<file path="config.mk">
export PLATFORM = sky130hd
export DESIGN_NAME = pc_fetch_sequencer
export DESIGN_NICKNAME = d
export VERILOG_FILES = /design/src/rtl/pc_fetch_sequencer_pkg.sv /design/src/rtl/pc_next_calc.sv /design/src/rtl/pc_fetch_sequencer.sv
export SDC_FILE = /design/constraint.sdc
export NUM_CORES = 1
export LEC_CHECK = 0
export ABC_AREA = 1
export CAP_MARGIN = 10
export CELL_PAD_IN_SITES_DETAIL_PLACEMENT = 0
export CELL_PAD_IN_SITES_GLOBAL_PLACEMENT = 1
export CORE_MARGIN = 5
export CORE_UTILIZATION = 25
export DETAILED_ROUTE_END_ITERATION = 10
export GPL_TIMING_DRIVEN = 0
export PLACE_DENSITY = 0.59
export SLEW_MARGIN = 20
export SYNTH_ARGS = -nofsm -noshare
export SYNTH_HDL_FRONTEND = slang
export SYNTH_SLANG_ARGS = --single-unit
export TNS_END_PERCENT = 10
</file>
<file path="constraint.sdc">
create_clock -name clk -period 5.7 [get_ports clk]
set_input_delay 0.855 -clock clk [delete_from_list [all_inputs] [get_ports clk]]
set_output_delay 0.855 -clock clk [all_outputs]
set_load 0.01 [all_outputs]
</file>
<file path="src/rtl/pc_fetch_sequencer_pkg.sv">
// Shared definitions for the multicycle PC fetch sequencer:
// PC-source encodings, FSM state encoding, word size and a branch offset helper.
package pc_fetch_sequencer_pkg;

    localparam logic [1:0] PCSRC_SEQ = 2'b00;
    localparam logic [1:0] PCSRC_BEQ = 2'b01;
    localparam logic [1:0] PCSRC_BNE = 2'b10;
    localparam logic [1:0] PCSRC_JMP = 2'b11;

    localparam logic [31:0] WORD_BYTES = 32'd4;

    typedef enum logic [1:0] {
        IDLE   = 2'b00,
        FETCH  = 2'b01,
        DECODE = 2'b10,
        UPDATE = 2'b11
    } state_t;

    // Signed word offset converted to a byte offset.
    function automatic logic [31:0] branch_offset(input logic [15:0] imm);
        return {{14{imm[15]}}, imm, 2'b00};
    endfunction

endpackage

</file>
<file path="src/rtl/pc_next_calc.sv">
// Combinational next-PC selection for sequential, BEQ, BNE and J/JAL flow.
// taken flags any rule-selected non-sequential target, even if it equals pc+4.
module pc_next_calc
    import pc_fetch_sequencer_pkg::*;
(
    input  logic [31:0] pc,
    input  logic [1:0]  pc_source,
    input  logic        zero,
    input  logic [15:0] imm16,
    input  logic [25:0] jtarget,
    output logic [31:0] next_pc,
    output logic        taken
);

    logic [31:0] seq_pc_s;
    logic [31:0] btarget_s;
    logic [31:0] jtarget_full_s;

    assign seq_pc_s       = pc + WORD_BYTES;
    assign btarget_s      = seq_pc_s + branch_offset(imm16);
    assign jtarget_full_s = {seq_pc_s[31:28], jtarget, 2'b00};

    // Select the target from the latched source code and zero flag.
    always_comb begin
        next_pc = seq_pc_s;
        taken   = 1'b0;
        case (pc_source)
            PCSRC_SEQ: begin
                next_pc = seq_pc_s;
                taken   = 1'b0;
            end
            PCSRC_BEQ: begin
                if (zero) begin
                    next_pc = btarget_s;
                    taken   = 1'b1;
                end else begin
                    next_pc = seq_pc_s;
                    taken   = 1'b0;
                end
            end
            PCSRC_BNE: begin
                if (!zero) begin
                    next_pc = btarget_s;
                    taken   = 1'b1;
                end else begin
                    next_pc = seq_pc_s;
                    taken   = 1'b0;
                end
            end
            PCSRC_JMP: begin
                next_pc = jtarget_full_s;
                taken   = 1'b1;
            end
            default: begin
                next_pc = seq_pc_s;
                taken   = 1'b0;
            end
        endcase
    end

endmodule

</file>
<file path="src/rtl/pc_fetch_sequencer.sv">
// Multicycle PC sequencer: IDLE -> FETCH -> DECODE -> UPDATE -> FETCH ...
// Owns the PC register and the retired-instruction counter.
// Optional misaligned-target trap enabled by defining PC_MISALIGN_TRAP_EN.
module pc_fetch_sequencer
    import pc_fetch_sequencer_pkg::*;
#(
    parameter logic [31:0] RESET_PC    = 32'h0000_0000,
    parameter logic [31:0] TRAP_VECTOR = 32'h0000_0080
) (
    input  logic        clk,
    input  logic        reset,
    output logic        imem_req,
    input  logic        imem_ack,
    input  logic        dec_valid,
    input  logic [1:0]  pc_source,
    input  logic        zero_flag,
    input  logic [15:0] imm16,
    input  logic [25:0] jtarget,
    output logic [31:0] pc,
    output logic [31:0] pc_plus4,
    output logic        pc_write,
    output logic        branch_taken,
    output logic [31:0] retired,
    output logic        trap
);

    state_t      state_r;
    logic [1:0]  src_r;
    logic        zero_r;
    logic [15:0] imm_r;
    logic [25:0] jt_r;
    logic [31:0] next_pc_s;
    logic        taken_s;

    assign pc_plus4 = pc + WORD_BYTES;

`ifndef PC_MISALIGN_TRAP_EN
    logic unused_trap_vector_s;
    assign unused_trap_vector_s = ^TRAP_VECTOR;
`endif

    pc_next_calc u_next (
        .pc        (pc),
        .pc_source (src_r),
        .zero      (zero_r),
        .imm16     (imm_r),
        .jtarget   (jt_r),
        .next_pc   (next_pc_s),
        .taken     (taken_s)
    );

    // Sequencer FSM with PC register, decode latches, counter and registered strobes.
    always_ff @(posedge clk or posedge reset) begin
        if (reset) begin
            state_r      <= IDLE;
            pc           <= RESET_PC;
            imem_req     <= 1'b0;
            pc_write     <= 1'b0;
            branch_taken <= 1'b0;
            trap         <= 1'b0;
            retired      <= 32'd0;
            src_r        <= PCSRC_SEQ;
            zero_r       <= 1'b0;
            imm_r        <= 16'd0;
            jt_r         <= 26'd0;
        end else begin
            pc_write     <= 1'b0;
            branch_taken <= 1'b0;
            trap         <= 1'b0;
            case (state_r)
                IDLE: begin
                    state_r  <= FETCH;
                    imem_req <= 1'b1;
                end
                FETCH: begin
                    if (imem_ack) begin
                        state_r  <= DECODE;
                        imem_req <= 1'b0;
                    end else begin
                        state_r  <= FETCH;
                        imem_req <= 1'b1;
                    end
                end
                DECODE: begin
                    imem_req <= 1'b0;
                    if (dec_valid) begin
                        src_r   <= pc_source;
                        zero_r  <= zero_flag;
                        imm_r   <= imm16;
                        jt_r    <= jtarget;
                        state_r <= UPDATE;
                    end else begin
                        state_r <= DECODE;
                    end
                end
                UPDATE: begin
                    state_r  <= FETCH;
                    imem_req <= 1'b1;
                    pc_write <= 1'b1;
                    retired  <= retired + 32'd1;
`ifdef PC_MISALIGN_TRAP_EN
                    if (next_pc_s[1:0] != 2'b00) begin
                        pc           <= TRAP_VECTOR;
                        trap         <= 1'b1;
                        branch_taken <= 1'b0;
                    end else begin
                        pc           <= next_pc_s;
                        trap         <= 1'b0;
                        branch_taken <= taken_s;
                    end
`else
                    pc           <= next_pc_s;
                    branch_taken <= taken_s;
`endif
                end
                default: begin
                    state_r  <= IDLE;
                    imem_req <= 1'b0;
                end
            endcase
        end
    end

endmodule
</file>
Yosys cells after proc, flatten, opt, wreduce, memory -nomap -nowiden
Cells that the tools add are included.

Add/subtract/negate cells: 3. Equal/unequal tests: 6. Mux-type cells: 13. Reductions and logical operators: 4.

Operators with widths (count): 32-bit one-hot mux with 4 select lines (1); 32-bit two-way mux (2); 32-bit by 1-bit adder with 32-bit output (second input constant) (1); 32-bit by 3-bit adder with 32-bit output (second input constant) (1); 32-bit adder (1); 2-bit equality test (second input constant) (4); 1-bit two-way mux (6); 2-bit one-hot mux with 3 select lines (1); 2-bit by 1-bit equality test with 1-bit output (second input constant) (2); 2-bit zero test (2); 1-bit one-hot mux with 4 select lines (1); 1-bit one-hot mux with 3 select lines (1); 2-bit two-way mux (1); 2-bit AND reduction (1); 2-bit OR reduction (1).

Flip-flop bits (word level): 114. Input bits: 49. Logic and storage cells: 36.

Depth between registers and ports, before layout
Gate-level depths: netlist of the first run.

Depth in word-level cells: 4. Mapped depth: 25. Mapped depth without buffers: 25.

Modules after synthesis
A second synthesis of the first run with hierarchy kept.

Cells, all modules: 1366. Area, all modules: 9285.2 µm².

Modules (own cells, without submodules): pc_fetch_sequencer (instances 1, cells each 666, area each 5706.7 µm², sequential area each 2852.7 µm²); pc_next_calc (instances 1, cells each 700, area each 3578.4 µm², sequential area each 0.0 µm²).

Worst setup path after synthesis of the first run
OpenSTA, ideal clock, no wires.

Kind: reg-to-reg. Start point: register pc[3]. End point: register pc[17]. Library setup time: 0.113 ns. Arrival: 2.674 ns. Path slack: 2.913 ns. Cell stages (with the launch flop): 19. Path buffers: 0. Cells stage by stage: dfrtp_1 -> ha_1 -> nand3_2 -> inv_2 -> nand2_4 -> nor2_8 -> xor2_1 -> ha_1 -> nand2_1 -> inv_1 -> a21oi_1 -> nor2_1 -> nor2_1 -> nand2_1 -> or2_0 -> nand3_1 -> nand3b_1 -> nand2_1 -> inv_1.

Word-level cells in the longest chain between the ends: 4. Elaborated cells on any way between the ends: 5. Classes of those cells: add/sub: 2; mux: 3.

Ends and longest elaborated chain: from (decl) (RTL line pc_fetch_sequencer.sv:19) `output logic [31:0] pc,`; from (signal assigned) (RTL line pc_fetch_sequencer.sv:112) `pc <= next_pc_s;`; 32-bit by 3-bit adder with 32-bit output (*); net pc_plus4[12] (RTL line pc_fetch_sequencer.sv:20) `output logic [31:0] pc_plus4,`; 32-bit adder (*) (RTL line pc_next_calc.sv:20) `assign btarget_s = seq_pc_s + branch_offset(imm16);`; 32-bit two-way mux (on tied branches) (RTL line pc_next_calc.sv:42, pc_next_calc.sv:33); 32-bit one-hot mux with 4 select lines (*) (RTL line pc_next_calc.sv:27) `case (pc_source)`.

Mark *: on every way through the listed nets, which the timed path passes. The rest lies on a longest branch. A chain may end at the register's enable or synchronous reset.

Final worst setup path of the first run
Start point: register pc[3]. End point: output pc_plus4[18].

Word-level cells in the longest chain between the ends: 1.

Ends and longest elaborated chain: 32-bit by 3-bit adder with 32-bit output (RTL line pc_fetch_sequencer.sv:35) `assign pc_plus4 = pc + WORD_BYTES;`; to (decl) (RTL line pc_fetch_sequencer.sv:20).

Every way passes these cells.

==> results of run 1 <==
-- through the flow --
stage	power (W)	instance area, um^2	hold slack (ns)	util (%)	setup TNS (ns)
5_1_grt	0.00718	10500	0.505	32.4	0
3_5_place_dp	0.00591	10200	0.461	31.5	0
6_report	0.00655	10500	0.481	32.4	0
2_1_floorplan	0.00415	8220	0.478	-	0
4_1_cts	0.00661	10500	0.485	32.4	0
3_3_place_gp	0.00590	10200	0.470	31.4	-26.15
-- power by group --
part,leakage [nW],internal [W],switching [W]
Sequential,1.36,0.00109,0.000363
Combinational,3.58,0.00166,0.00278
Clock,0.146,0.000311,0.000352
Total,5.09,0.00306,0.00349
-- cells by family after synthesis --
group | after synthesis | synth area share, %
and+or+nand+nor | 585 | 31.7
buffers and inverters | 197 | 9.41
AOI/OAI and AO/OA | 117 | 8.14
DFF | 112 | 34.2
xor gates and xnor gates | 50 | 5.43
adders and majority gates | 41 | 6.34
muxes | 35 | 4.80
other | 1 | 0.0457
-- final timing paths --
kind                                     end  depth (start not counted)         from
worst max-delay path            pc_plus4[18]                          7        pc[3]
worst min-delay path             retired[31]                          1  retired[31]
worst max register to register        pc[31]                         21        pc[3]
worst min register to register   retired[31]                          1  retired[31]
max in group asynchronous           jt_r[15]                          3        reset
min in group asynchronous        retired[28]                          2        reset
-- state kept, by name, indices dropped and copies added, names as in the netlist --
register,cells
retired,32
pc,30
jt_r,26
imm_r,16
src_r,2
state_r,2
branch_taken,1
imem_req,1
pc_write,1
zero_r,1
-- routing by layer --
layer / vias to the layer above / share of wire, %
li1: 3942 / -
met1: 3566 / 51
met2: 193 / 43
met3: 16 / 5.0
met4: 0 / 1.0
met5: - / 0
-- Yosys cell counts (3+ instances only) --
master	n	area, um^2
nor2_1	113	424
a21oi_1	57	285
buf_2	5	25.0
mux2_2	35	394
nor2_4	4	45.0
nand4_1	21	131
a221oi_1	3	26.3
a21o_1	4	30.0
xnor2_1	18	158
nor2_2	4	25.0
clkbuf_1	12	45.0
nand2_4	5	56.3
nand3b_1	4	30.0
ha_1	40	500
o21ai_0	27	135
xor2_1	31	272
and2_1	3	18.8
nand2_1	316	1190
dfrtp_1	112	2800
buf_4	7	52.6
inv_2	9	33.8
o21ai_1	8	40.0
or2_2	4	25.0
a41oi_1	4	35.0
nor3_1	17	85.1
inv_1	164	616
o21bai_1	6	45.0
nand2_2	4	25.0
nand3_2	6	60.1
nand3_1	74	370
-- layout make-up --
type                       count  area, um^2  share of cell area, %
clock inverter                 7        67.6                  0.642
buffer                        24         123                   1.16
sequential                   112        2800                   26.6
timing repair buffer         144        1460                   13.9
multi-input combinational    833        4650                   44.1
clock buffer                   9         225                   2.14
inverter                     173         654                   6.21
tap                          442         553                   5.25
-- worst register-to-register path, delay by kind of cell (launching register included) --
kind / cells / cell delay (ns)
fa+ha+maj: 2 / 0.66
compound gates: 1 / 0.20
buf+inv: 2 / 0.25
simple gates: 15 / 1.34
xor+xnor: 1 / 0.64
flops: 1 / 0.47
==> results.toml, run 1 <==
[run_status]
status = "complete, no violations"

[critical_path]
start_kind = "flip-flop"
required_ns = 4.85
critical-path-top-delay-family = "buffers and inverters"
critical_path_arrival_ns = 3.05
slowest_stage = "clkdlybuf4s50_1"
worstPathBufferInverterCount = 2
critical_path_class = "reg2out"
cp_max_fo = 5
cp_cell_sequence = "ha_1 > nand3_2 > inv_2 > nand2_4 > nor2_1 > xor2_1 > clkdlybuf4s50_1"
setup.worst_path.end_class = "primary output"
max_stage_delay_ns = 0.69
r2r_setup_slack_ns = 2.04

[flow_run]
cap_violations = 0

[clock_tree]
cts_tree = "built"
htreeDepth = 3
cts_hold_buf = 0
post-cts-setup-buffer-count = 0
root_buffer = "clkbuf_16"
clk_latency_ns = 0.37
clock_sink_count = 112
clockBufferDepth = 2
cts_buffers = 9
cts.clk_slew.worst_paths_ns = 0.08
ctsResizeCount = 0

[timing]
hold_viol_final = 0
setup_viol = 0
finalMaxSlewViolations = 0
period_needed_ns = 3.91
max_freq_mhz = 256
tightest_slew_ns = 0.827
fin_skew_ns = 0.0138
rsz0062_at_grt = "false"
maxSlewHeadroom_pct = 44.9
fin_ws_ns = 1.79
fin_crit_sh_pct = 68.5

[global_routing]
met1_usage_pct = 25.1
antenna_found_initial = 0
grt_util_met2_pct = 26.2
grt_util_all_layers_pct = 16.9
grt_use_met3_pct = 2.89
grt_pass1_vias = 7554
grt_pass1_wl_mm = 46.6
gr-total-overflow = 0
grt_max_degree = 58
grt.busiest_layer = "met2"

[place]
portBuffers = 143
dpl.hpwl_mm = 25.5
dp.cells = 1728
post-place-ws_ns = 2.16
gp_congestion = 0.867

[drt]
num_vias = 7717
routed_wl_mm = 30.9
avgViaCountPerCell = 4.42
drc_errors = 0
ant_nets = 0
wire_per_inst_um = 17.7
drt_iter0_drc = 609
first_pass_iters = 7

[synth]
synth-seq-cells = 112
yosys_warnings = 0
syn_inst = 1138
avgSynthCellArea_um2 = 7.21
ys_dominant_reg_cell = "dfrtp_1"
synth_edf_count = 0
synth_cell_types = 48
async_reset_ff_share_pct = 100
seq_area_frac_synth_pct = 34.2
synth_area_um2 = 8210

[floorplan]
initial_core_util_pct = 25.3
die_h_um = 191
rows = 66
die_area_um2 = 36500
ios = 149
core-area_um2 = 32500
die-width_um = 191

[cells_and_area]
layout.nets = 1387
post_layout_nonfiller_instances = 1744
final_common_cell = "nand2_1"
final_cell_mix = "nand2_1 (316), inv_1 (163), clkdlybuf4s50_1 (143)"
syn_to_final_growth_pct = 28.3
num_antenna_cells = 0
drive_gt1_share_pct = 8.53
final.fill_count = 3505

[power_and_ir_drop]
powerDensity_nw_per_um2 = 622
power_leakage_nw = 5.09
max-vdd-ir-drop_mv = 0.273

[hold_path]
hp-class = "reg2reg"
(Power assumes the default switching activity.)
==> inputs of run 2 (changes only) <==
--- a/config.mk
+++ b/config.mk
@@ -13,7 +13,7 @@
 export CORE_UTILIZATION = 25
 export DETAILED_ROUTE_END_ITERATION = 10
 export GPL_TIMING_DRIVEN = 0
-export PLACE_DENSITY = 0.59
+export PLACE_DENSITY = 0.61
 export SLEW_MARGIN = 20
 export SYNTH_ARGS = -nofsm -noshare
 export SYNTH_HDL_FRONTEND = slang
==> constraint.sdc (replaced) <==
create_clock -name clk -period 3.42 [get_ports clk]
set_input_delay 0.513 -clock clk [delete_from_list [all_inputs] [get_ports clk]]
set_output_delay 0.513 -clock clk [all_outputs]
set_load 0.01 [all_outputs]
==> run 2 against run 1 <==
- sequential share of layout area fell by 0.52 points
- utilization up 0.87 points
- critical path depth grew 7
- global-route usage down 0.058 points
- sequential power increased by 69%
- clock skew up 0.0041 ns
- first-iteration DRC count fell by 9.4%
- sequential cell count unchanged
- routed wire length about the same
- clock power increased by 78%
- hold slack worse by 0.050 ns
- count of clock-buffer cells in the layout is the same
- largest cell class unchanged
- largest power group unchanged
==> results.toml, run 2 (synthesis results as in run 1) <==
[floorplan]
die_h_um = 191
die_area_um2 = 36500
ios = 149
core-area_um2 = 32500
initial_core_util_pct = 25.3
rows = 66
die-width_um = 191

[cells_and_area]
fin_area_um2 = 10800
post_layout_nonfiller_instances = 1753
layout.nets = 1396
final_util_pct = 33.3
final_common_cell = "nand2_1"
syn_to_final_growth_pct = 31.8
drive_gt1_share_pct = 11.7
top_regs = "retired x32, pc x30, jt_r x26"
final_cell_mix = "nand2_1 (316), inv_1 (163), clkdlybuf4s50_1 (143)"
top_register = "retired"
num_antenna_cells = 0
largest_reg_flops = 32

[timing]
setup_viol = 0
fin_skew_ns = 0.0178
tightest_slew_ns = 0.873
rsz0062_at_grt = "true"
maxSlewHeadroom_pct = 41.8
hold_ws_ns = 0.431
hold_viol_final = 0
period_needed_ns = 3.26
finalMaxSlewViolations = 0
fin_crit_sh_pct = 95.2
max_freq_mhz = 307

[critical_path]
critical_path_arrival_ns = 3.56
start_kind = "flip-flop"
critical_path_class = "reg2reg"
required_ns = 3.73
setup.worst_path.end_class = "flip-flop"
cp_max_fo = 5

[drt]
drt_iter0_drc = 552
drc_errors = 0
num_vias = 7873
wire_per_inst_um = 17.6
routed_wl_mm = 30.9
avgViaCountPerCell = 4.49
first_pass_iters = 6
ant_nets = 0

[global_routing]
antenna_found_initial = 0
grt_util_all_layers_pct = 16.9
grt_pass1_wl_mm = 46.4
grt_max_degree = 31
grt_pass1_vias = 7469
gr-total-overflow = 0

[clock_tree]
htreeDepth = 3
cts_hold_buf = 0
clock_sink_count = 112
clk_latency_ns = 0.38
cts.clk_slew.worst_paths_ns = 0.09
clockBufferDepth = 2
cts_tree = "built"
cts_buffers = 9
root_buffer = "clkbuf_16"

[place]
placed_area_um2 = 10300
gp_congestion = 0.877
portBuffers = 143
dpl.hpwl_mm = 25.7
dp.cells = 1731

[power_and_ir_drop]
power.total_w = 0.0112
max-vdd-ir-drop_mv = 0.434
power_leakage_nw = 5.15
powerDensity_nw_per_um2 = 1030

[flow_run]
cap_violations = 0

[hold_path]
hp-class = "in2async"

[run_status]
status = "complete, no violations"
run 2: area by class of cell:
type / instances / area, um^2
Clock inverter: 7 / 100
Inverter: 173 / 656
Sequential cell: 112 / 2820
Fill cell: 3509 / 21600
Multi-Input combinational cell: 833 / 4770
Timing Repair Buffer: 153 / 1560
Clock buffer: 9 / 225
Buffer: 24 / 123
Tap cell: 442 / 553
run 2: metrics by stage:
step,setup slack (ns),TNS [ns]
finish,0.163,0
global route,-0.0564,-0.0914
CTS,0.0176,0
detailed placement,-0.194,-0.817
global placement,-0.248,-1.20
floorplan,0.633,0
run 2: repair_timing:
action                                  4_1_cts  5_1_grt
gates resized for setup                       6       34
hold endpoints to repair                      0        0
buffers inserted                              0        6
endpoints found under the setup margin       13       14
pin swaps                                     0        2
run 2: report_power, final:
part	total, W	internal, W	switching (W)	leakage [nW]
registers	0.00245	0.00183	0.000614	1.35
logic	0.00752	0.00287	0.00466	3.64
clock network	0.00118	0.000546	0.000638	0.158
total	0.0112	0.00525	0.00591	5.15
run 2: worst max-delay path, stage by stage (launching register included):
cell and delay, ns:
dfrtp_2 0.43, ha_2 0.23, nand3_4 0.15, inv_4 0.12
nand2_4 0.10, xnor2_1 0.50, ha_1 0.31, nand2_1 0.12
nor2_1 0.24, nand2_1 0.10, a21oi_1 0.27, o21ai_1 0.25
nand3_1 0.15, nand3_1 0.08, a21oi_1 0.12
run 2: routing by layer:
layer	wire length (um)	vias to the layer above	part of all wire [%]	GRT usage, %
met1	15500	3705	50	25.0
met5	0	-	0	0
li1	-	3962	-	-
met2	13300	185	43	25.5
met3	1610	21	5.2	3.16
met4	446	0	1.4	3.51
run 2: worst paths after layout:
check,slack [ns],to,start,cells past startpoint
min,0.43,imm_r[9],reset,2
max in group asynchronous,2.10,pc[10],reset,5
max reg2reg,0.16,pc[30],pc[3],14
min in group clk,0.49,retired[31],retired[31],1
max,0.16,pc[30],pc[3],14
min reg2reg,0.49,retired[31],retired[31],1
==> inputs of run 3 (changes only) <==
--- a/config.mk
+++ b/config.mk
@@ -11,6 +11,7 @@
 export CELL_PAD_IN_SITES_GLOBAL_PLACEMENT = 1
 export CORE_MARGIN = 5
 export CORE_UTILIZATION = 25
+export CTS_BUF_LIST = sky130_fd_sc_hd__clkbuf_4
 export DETAILED_ROUTE_END_ITERATION = 10
 export GPL_TIMING_DRIVEN = 0
 export PLACE_DENSITY = 0.61
==> run 3 against run 2 <==
- global-route usage about the same
- register-to-register slack got worse by 0.03 ns
- sequential cell count unchanged
- cell count increased by 0.34%
- non-clock buffer count unchanged
- largest power group unchanged
==> results.toml, run 3 (synthesis results as in run 1) <==
[cells_and_area]
top_regs = "retired x32, pc x30, jt_r x26"
final.fill_count = 3528
drive_gt1_share_pct = 11.7
syn_to_final_growth_pct = 30.0
layout.nets = 1396
fin_area_um2 = 10700
final_cell_mix = "nand2_1 (316), inv_1 (162), clkdlybuf4s50_1 (143)"
top_register = "retired"
final_util_pct = 32.9
final_common_cell = "nand2_1"
largest_reg_flops = 32

[floorplan]
initial_core_util_pct = 25.3
die-width_um = 191
ios = 149
rows = 66
die_h_um = 191
core-area_um2 = 32500
die_area_um2 = 36500

[clock_tree]
cts_tree = "built"
cts_buffers = 9
root_buffer = "clkbuf_4"
clockBufferDepth = 2
clock_sink_count = 112
clk_latency_ns = 0.56
cts_hold_buf = 0
htreeDepth = 3
cts.clk_slew.worst_paths_ns = 0.23

[timing]
tightest_slew_ns = 0.860
fin_crit_sh_pct = 96.9
max_freq_mhz = 302
setup_viol = 0
finalMaxSlewViolations = 0
fin_setup_tns_ns = 0
maxSlewHeadroom_pct = 42.7
rsz0062_at_grt = "true"
fin_skew_ns = 0.0409
period_needed_ns = 3.31
hold_viol_final = 0

[drt]
wire_per_inst_um = 17.6
drc_errors = 0
first_pass_iters = 5
routed_wl_mm = 30.9
avgViaCountPerCell = 4.48
drt_iter0_drc = 616
num_vias = 7874
ant_nets = 0

[critical_path]
r2r_end = "pc[17]"
r2r_setup_slack_ns = 0.13
slowest_stage = "clkdlybuf4s50_1"
cp_max_fo = 5
setup.worst_path.end_class = "primary output"
max_stage_delay_ns = 0.60
cp_cell_sequence = "ha_2 > nand3_4 > inv_4 > nand2_4 > nor2_1 > xor2_4 > clkdlybuf4s50_1"
cp-startpoint = "pc[3]"
worstPathBufferInverterCount = 2
r2r_cells = 17
start_kind = "flip-flop"
critical_path_class = "reg2out"
r2r-start = "pc[3]"
required_ns = 2.91
critical-path-top-delay-family = "buffers and inverters"
critical_path_arrival_ns = 2.80

[power_and_ir_drop]
power.total_w = 0.0108
max-vdd-ir-drop_mv = 0.428
powerDensity_nw_per_um2 = 1010
power_leakage_nw = 5.08

[place]
dpl.hpwl_mm = 25.7
portBuffers = 143
placed_area_um2 = 10300
gp_congestion = 0.877

[global_routing]
grt_pass1_vias = 7470
grt_max_degree = 31
grt_pass1_wl_mm = 46.4
grt_util_all_layers_pct = 16.8
antenna_found_initial = 2
gr-total-overflow = 0

[hold_path]
hp-class = "in2async"

[flow_run]
cap_violations = 0

[run_status]
status = "complete, no violations"
## run 3: worst max-delay path by stage
| stage | slack [ns] | to | cells past startpoint |
|---|---|---|---|
| final | 0.11 | pc_plus4[18] | 7 |
| after global placement | -0.25 | pc[31] | 21 |
| after floorplan | 0.63 | pc[17] | 18 |
| after detailed placement | -0.19 | pc[31] | 21 |
| after global routing | -0.07 | pc[31] | 21 |
| after CTS | -0.007 | pc[21] | 20 |
## run 3: repair_timing
action	in CTS	in global routing
pin swaps	0	2
endpoints found under the setup margin	19	26
setup buffers	1	5
gates resized for setup	9	30
## run 3: layer usage
metal | routed length, um | GRT usage [%] | vias up
met5 | 0 | 0 | -
met4 | 419 | 3.34 | 0
met3 | 1690 | 3.05 | 19
met2 | 13400 | 25.6 | 195
met1 | 15400 | 25.0 | 3699
li1 | - | - | 3961
## run 3: final cells by class
class | count | area (um^2) | share of cell area (%)
clock buffers | 9 | 67.6 | 0.634
inverters | 173 | 656 | 6.15
multi-input cells | 833 | 4770 | 44.7
repair buffers | 153 | 1560 | 14.7
well taps | 442 | 553 | 5.19
diodes | 6 | 15.0 | 0.141
clock inverters | 7 | 100 | 0.939
flip-flops and latches | 112 | 2820 | 26.5
plain buffers | 24 | 123 | 1.15
## run 3: report_power, final
part / total [W] / internal [W] / switching (W)
logic: 0.00753 / 0.00287 / 0.00466
clock network: 0.000787 / 0.000198 / 0.000589
registers: 0.00245 / 0.00183 / 0.000625
## run 3: through the flow
step           hold slack, ns  setup slack, ns  std cells
2_1_floorplan           0.478            0.633       1142
3_3_place_gp            0.471           -0.248       1727
3_5_place_dp            0.465           -0.194       1731
4_1_cts                 0.218         -0.00750       1748
5_1_grt                 0.217          -0.0725       1759
6_report                0.230            0.106       1759
